===== src/rtl/time_entry_loader.sv =====
// Keypad entry buffer and load/enable sequencer for the M:SS countdown counter chain.
// Optional ENTRY_TIMEOUT_EN macro adds an idle auto-clear timer in ENTRY.
module time_entry_loader #(
    parameter logic [3:0] MAX_TENS       = 4'd5,
    parameter int         TIMEOUT_CYCLES = 1000
) (
    input  logic       clock,
    input  logic       clear,
    input  logic [3:0] digit_in,
    input  logic       digit_valid,
    input  logic       start,
    input  logic       cancel,
    input  logic       tick,
    input  logic       timer_zero,
    output logic [3:0] sec_ones,
    output logic [3:0] sec_tens,
    output logic [3:0] minutes,
    output logic       loadn,
    output logic       enable,
    output logic       running,
    output logic       done
);

    // state | meaning
    // IDLE  | buffer empty, waiting for first digit
    // ENTRY | collecting digits
    // LOAD  | one-cycle parallel load of the counters
    // RUN   | counting down, enable follows tick
    // DONE  | one-cycle completion pulse
    typedef enum logic [2:0] {IDLE, ENTRY, LOAD, RUN, DONE} state_t;

    state_t     state, state_nx;
    logic [3:0] ones_nx, tens_nx, min_nx;
    logic       ticked, ticked_nx;
    logic       cancel_pend, cancel_pend_nx;
    logic       digit_ok, buf_nonzero, run_cancel;

    if (TIMEOUT_CYCLES < 1) begin : g_bad_timeout
        $error("TIMEOUT_CYCLES must be at least 1");
    end

    assign digit_ok    = digit_valid && (digit_in <= 4'd9);
    assign buf_nonzero = |{minutes, sec_tens, sec_ones};
    assign run_cancel  = cancel || cancel_pend;
    assign enable      = (state == RUN) && tick && !timer_zero && !run_cancel;

`ifdef ENTRY_TIMEOUT_EN
    localparam int TW = $clog2(TIMEOUT_CYCLES + 1);
    logic [TW-1:0] tmo_cnt;

    // Reloaded on every accepted digit; expiry is the cycle it reads zero in ENTRY.
    always_ff @(posedge clock or posedge clear) begin
        if (clear)
            tmo_cnt <= '0;
        else if (digit_ok && (state == IDLE || state == ENTRY))
            tmo_cnt <= TW'(TIMEOUT_CYCLES - 1);
        else if (state == ENTRY && tmo_cnt != '0)
            tmo_cnt <= tmo_cnt - TW'(1);
    end
`endif

    always_comb begin
        state_nx       = state;
        ones_nx        = sec_ones;
        tens_nx        = sec_tens;
        min_nx         = minutes;
        ticked_nx      = ticked;
        cancel_pend_nx = 1'b0;
        case (state)
            IDLE: begin
                if (digit_ok) begin
                    min_nx   = sec_tens;
                    tens_nx  = sec_ones;
                    ones_nx  = digit_in;
                    state_nx = ENTRY;
                end
            end
            ENTRY: begin
                if (cancel) begin
                    {min_nx, tens_nx, ones_nx} = '0;
                    state_nx = IDLE;
                end else if (start && buf_nonzero) begin
                    if (sec_tens > MAX_TENS) tens_nx = MAX_TENS;
                    state_nx = LOAD;
                end else if (digit_ok) begin
                    min_nx  = sec_tens;
                    tens_nx = sec_ones;
                    ones_nx = digit_in;
`ifdef ENTRY_TIMEOUT_EN
                end else if (tmo_cnt == '0) begin
                    {min_nx, tens_nx, ones_nx} = '0;
                    state_nx = IDLE;
`endif
                end
            end
            LOAD: begin
                ticked_nx      = 1'b0;
                cancel_pend_nx = cancel;
                state_nx       = RUN;
            end
            RUN: begin
                if (run_cancel) begin
                    {min_nx, tens_nx, ones_nx} = '0;
                    state_nx = IDLE;
                end else if (timer_zero && (tick || ticked)) begin
                    state_nx = DONE;
                end else if (tick) begin
                    ticked_nx = 1'b1;
                end
            end
            DONE: begin
                {min_nx, tens_nx, ones_nx} = '0;
                state_nx = IDLE;
            end
            default: state_nx = IDLE;
        endcase
    end

    always_ff @(posedge clock or posedge clear) begin
        if (clear) begin
            state       <= IDLE;
            sec_ones    <= '0;
            sec_tens    <= '0;
            minutes     <= '0;
            ticked      <= 1'b0;
            cancel_pend <= 1'b0;
            loadn       <= 1'b1;
            running     <= 1'b0;
            done        <= 1'b0;
        end else begin
            state       <= state_nx;
            sec_ones    <= ones_nx;
            sec_tens    <= tens_nx;
            minutes     <= min_nx;
            ticked      <= ticked_nx;
            cancel_pend <= cancel_pend_nx;
            loadn       <= (state_nx != LOAD);
            running     <= (state_nx == RUN);
            done        <= (state_nx == DONE);
        end
    end

endmodule


===== config.mk =====
export PLATFORM = sky130hd
export DESIGN_NAME = time_entry_loader
export DESIGN_NICKNAME = d
export VERILOG_FILES = /design/src/rtl/time_entry_loader.sv
export SDC_FILE = /design/constraint.sdc
export NUM_CORES = 1
export LEC_CHECK = 0
export CORE_UTILIZATION = 46
export CTS_CLUSTER_SIZE = 20
export DETAILED_ROUTE_END_ITERATION = 16
export PLACE_DENSITY = 0.77
export SYNTH_ARGS = -nofsm -noshare
export SYNTH_HDL_FRONTEND = slang
export SYNTH_SLANG_ARGS = --single-unit

===== constraint.sdc =====
create_clock -name clock -period 2.2 [get_ports clock]
set_input_delay 0.33 -clock clock [delete_from_list [all_inputs] [get_ports clock]]
set_output_delay 0.33 -clock clock [all_outputs]
set_load 0.05 [all_outputs]

Yosys cells after proc, flatten, opt, wreduce, memory -nomap -nowiden
Cells that the tools add are included.
{ "op_classes": {"n_lt_le_gt_ge": 2, "mux": 25, "shifts": 0, "add_sub_neg": 0, "reduce_logical": 17, "n_eq_ne": 13, "n_bitwise": 0, "n_div": 0, "n_mul": 0} }
{ "op_table": {"columns": ["cell", "count"], "rows": [
  ["$pmux 4 s4", 3],
  ["$mux 4", 11],
  ["$mux 3", 5],
  ["$pmux 3 s4", 1],
  ["$reduce_or 12->1", 1],
  ["$eq 3x2->1 const B", 3],
  ["$ne 2x2->1 const B", 4],
  ["$eq 3x3->1 const B", 2],
  ["$logic_and 1x1->1", 6],
  ["$reduce_and 3->1", 2],
  ["$gt 4x3->1 const B", 1],
  ["$le 4x4->1 const B", 1],
  ["$mux 1", 4],
  ["$ne 4x4->1 const B", 1],
  ["$reduce_and 4->1", 1],
  ["$reduce_bool 4->1", 1],
  ["$eq 3x1->1 const B", 1],
  ["$logic_not 3->1", 1],
  ["$ne 3x2->1 const B", 1],
  ["$ne 3x3->1 const B", 1],
  ["$logic_not 1->1", 2],
  ["$logic_or 1x1->1", 2],
  ["$pmux 1 s2", 1],
  ["$reduce_bool 2->1", 1]
]} }
{ "totals": {"romBits": 0, "word_cells": 66, "memories": 0, "regBits": 20, "output_inout_bits": 16, "latchBits": 0, "ram_bits": 0} }

Longest topological paths before layout
{ "depth": {"ltp_word": 6, "ltp_mapped": 7, "ltp_nobuf": 5} }

Worst setup path after synthesis
Ideal clock, no wire load.
{ "synth_path": {"path_type": "reg2reg", "start": "reg sec_tens[1]", "end": "reg minutes[1]", "required_ns": 2.117, "path_stages_with_launch": 7, "setup_slack_ns": 0.303, "period_less_slack_ns": 1.897, "arrival_time_ns": 1.814, "cell_sequence": "dfrtp_1 nor4_1 nand3_1 a311oi_2 buf_6 nand3_1 o21ai_0"} }
{ "synth_via": {"elab_chain_cells": 4} }
{ "synth_rtl": {"columns": ["element", "line", "text"], "rows": [
  ["from (decl)", "16", "output logic [3:0] sec_tens,"],
  ["from (signal assigned)", "133", "sec_tens <= tens_nx;"],
  ["$reduce_or 12->1 or $mux 4 (tied branches)", "43, 71, 85", null],
  ["$logic_and 1x1->1 or $mux 4 (tied branches)", "82", "end else if (start && buf_nonzero) begin"],
  ["$ne 3x3->1 (no source line) or $mux 4 (tied branches)", null, null],
  ["$reduce_and 3->1 (no source line) or $pmux 4 s4 (tied branches)", null, null],
  ["to (signal assigned)", "134", "minutes <= min_nx;"],
  ["to (decl)", "17", "output logic [3:0] minutes,"]
]} }
Several ways; a longest one is shown, not always the timed one. The select of a mux whose other input is x is not followed.
A chain may end at the register's enable or synchronous reset.

Worst setup path in the final report
{ "layout_path": {"start": "in cancel", "end": "out enable"} }
{ "layout_via": {"elab_chain_cells": 3} }
{ "layout_rtl": {"columns": ["element", "line", "text"], "rows": [
  ["from (decl)", "12", "input logic cancel,"],
  ["$logic_or 1x1->1", "44", "assign run_cancel = cancel || cancel_pend;"],
  ["$logic_not 1->1", "45", "assign enable = (state == RUN) && tick && !timer_zero && !run_cancel;"],
  ["$logic_and 1x1->1", "45", null],
  ["to (decl)", "19", "output logic enable,"]
]} }
Every way passes these cells.

==> out/metrics.yaml <==
run_status: "complete, no violations"
drc: 0
avgViaCountPerCell: 5.73
cp.arrival_ps: 1740
grt_usage_pct: 23.4
syn-num-nets: 111
wl_mm: 2.30
drv_cap: 0
yosysWarnings: 0
start_kind: "primary input"
post_synth_instance_area_um2: 998
crit_buf_inv: 2
rsz0062_at_grt: "false"
die_area_mm2: 0.00236
clk_pin_slew_ps: 120
clock-sinks: 20
grt_pass1_wl_mm: 4.15
area_delta_synth_final_pct: 35.8
first_pass_iters: 4
seqCellArea_um2: 502
final_cell_mix: "clkdlybuf4s50_1 (25), dfrtp_1 (19), nand2_1 (15)"
overflow: 0
numCtsBuffers: 3
synth_cells: 100
powerDensity_mw_per_mm2: 1540
die_h_um: 48.6
report.final.hold_viol_count: 0
root_buffer: "clkbuf_4"
drive_above_1_share_pct: 13.8
io_buffers: 26
synth-edff-count: 0
antenna_cells: 0
finalCritPeriodShare_pct: 93.9
ios: 27
synth.distinct_cells: 33
clk_latency_ps: 310
finalSetupTns_ps: 0
synthArstFlopShare_pct: 100
synth_top_area_cell: "dfrtp_1"
setup_viol_count_final: 0
min_period_ps: 2070
final_nets: 142
cp_slowest_cell: "clkdlybuf4s50_1"
holdBufCountCts: 0
htreeDepth: 1
peakVddDrop_mv: 0.818
vias: 899
initial_utilization_pct: 49.9
nFillCells: 165
synthDominantCellAreaShare_pct: 47.6
die_w_um: 48.6
hp-class: "primary input to async pin"
antenna_found_initial: 0
grt_max_degree: 21
worst-slew-pin-transition_ps: 728
ant_nets: 0
layout_commonest_cell: "clkdlybuf4s50_1"
worstPathRequired_ps: 1870
dpl.hpwl_mm: 1.77
synth_seq_area_share_pct: 50.3
core_mm2: 0.00200
fin_skew_ps: 12.7
slew_violations: 0
cp-end-kind: "output port"
slew_headroom_pct: 51.4
path_cells: "clkdlybuf4s50_1 -> nor4b_2 -> and3b_1 -> and2_1 -> buf_12"
path_max_fanout: 5
clock.fmax_mhz: 484
drt-initial-drc-count: 18
gp_congestion: 0.784
clockBufferDepth: 2
grt_pass1_vias: 886
worst_hold_slack_ps: 424
post_drt_wl_per_cell_um: 14.6
multiInputGateArea_um2: 464
synth_area_leaders: "dfrtp_1 (48%), nand2_1 (5.6%), nand3_1 (5.5%)"
critPathMaxStageDelay_ps: 480
leakage_nw: 0.592
crit_type: "primary input to output port"
synth_ff_type: "dfrtp_1"
fp-row-count: 16
syn_area_per_cell_um2: 9.98
cts_tree: "built"
critical_path.top_delay_family: "simple AND/OR/NAND/NOR gates"
synth-seq-cells: 20
[final timing paths]
path	start	end	slack [ps]	cells past startpoint
max	cancel	enable	130	5
max in group asynchronous	clear	state[1]$_DFF_PP0_	1310	2
min	clear	sec_ones[1]$_DFFE_PP0P_	420	2
min in group clock	ticked$_DFFE_PP0P_	ticked$_DFFE_PP0P_	520	2
min reg2reg	ticked$_DFFE_PP0P_	ticked$_DFFE_PP0P_	520	2
max reg2reg	sec_tens[3]$_DFFE_PP0P_	sec_tens[1]$_DFFE_PP0P_	330	5
[registers in the layout, summed over array words and instances (netlist names)]
name and count:
ticked 1, state 3, done 1, running 1, minutes 4, loadn 1
sec_ones 4, sec_tens 4, cancel_pend 1
[area by class of cell]
class | count | share of cell area, %
Sequential cell | 20 | 37.0
Inverter | 1 | 0.277
Clock inverter | 1 | 2.21
Tap cell | 27 | 2.49
Timing Repair Buffer | 30 | 22.1
Clock buffer | 3 | 1.66
Multi-Input combinational cell | 75 | 34.2
[synth_stat cells, types with 2 or more instances]
| cell type | instances |
|---|---|
| a21oi_1 | 6 |
| a22o_1 | 2 |
| and2_1 | 2 |
| buf_6 | 2 |
| dfrtp_1 | 19 |
| nand2_1 | 15 |
| nand3_1 | 11 |
| nor2_1 | 7 |
| nor4_1 | 3 |
| o21ai_0 | 9 |
| o22a_1 | 2 |
[kinds of logic after synthesis]
| logic type | synth area share (%) |
|---|---|
| and+or+nand+nor | 26.3 |
| AOI/OAI and AO/OA | 19.6 |
| DFF | 50.3 |
| buffers and inverters | 3.88 |
[through the flow]
step           power, mW  area (µm²)  util [%]  instances  setup slack [ps]
2_1_floorplan       1.44         998         -        100               303
3_3_place_gp        1.77        1300      64.8        153              89.4
3_5_place_dp        1.79        1300      64.8        153              6.75
4_1_cts             2.10        1360      67.8        157               132
5_1_grt             2.22        1360      67.8        157              18.5
6_report            2.09        1360      67.8        157               135
[metal layers]
layer	GRT usage, %	part of all wire, %
met5	0	0
met4	12.3	2.2
met3	3.77	5.0
met2	37.1	48
met1	30.8	44
[power by group]
| group | leakage (nW) | internal [mW] | switching, mW |
|---|---|---|---|
| combinational | 0.303 | 0.414 | 0.702 |
| sequential | 0.261 | 0.505 | 0.167 |
| clock | 0.0279 | 0.184 | 0.118 |
| total | 0.592 | 1.10 | 0.987 |
[repair_timing]
| action | 4_1_cts | 5_1_grt |
|---|---|---|
| setup endpoints to repair | 1 | 0 |
| setup buffers | 0 | 0 |
| resized for setup | 1 | 0 |
Note: power is estimated with default switching activity, not from simulation.
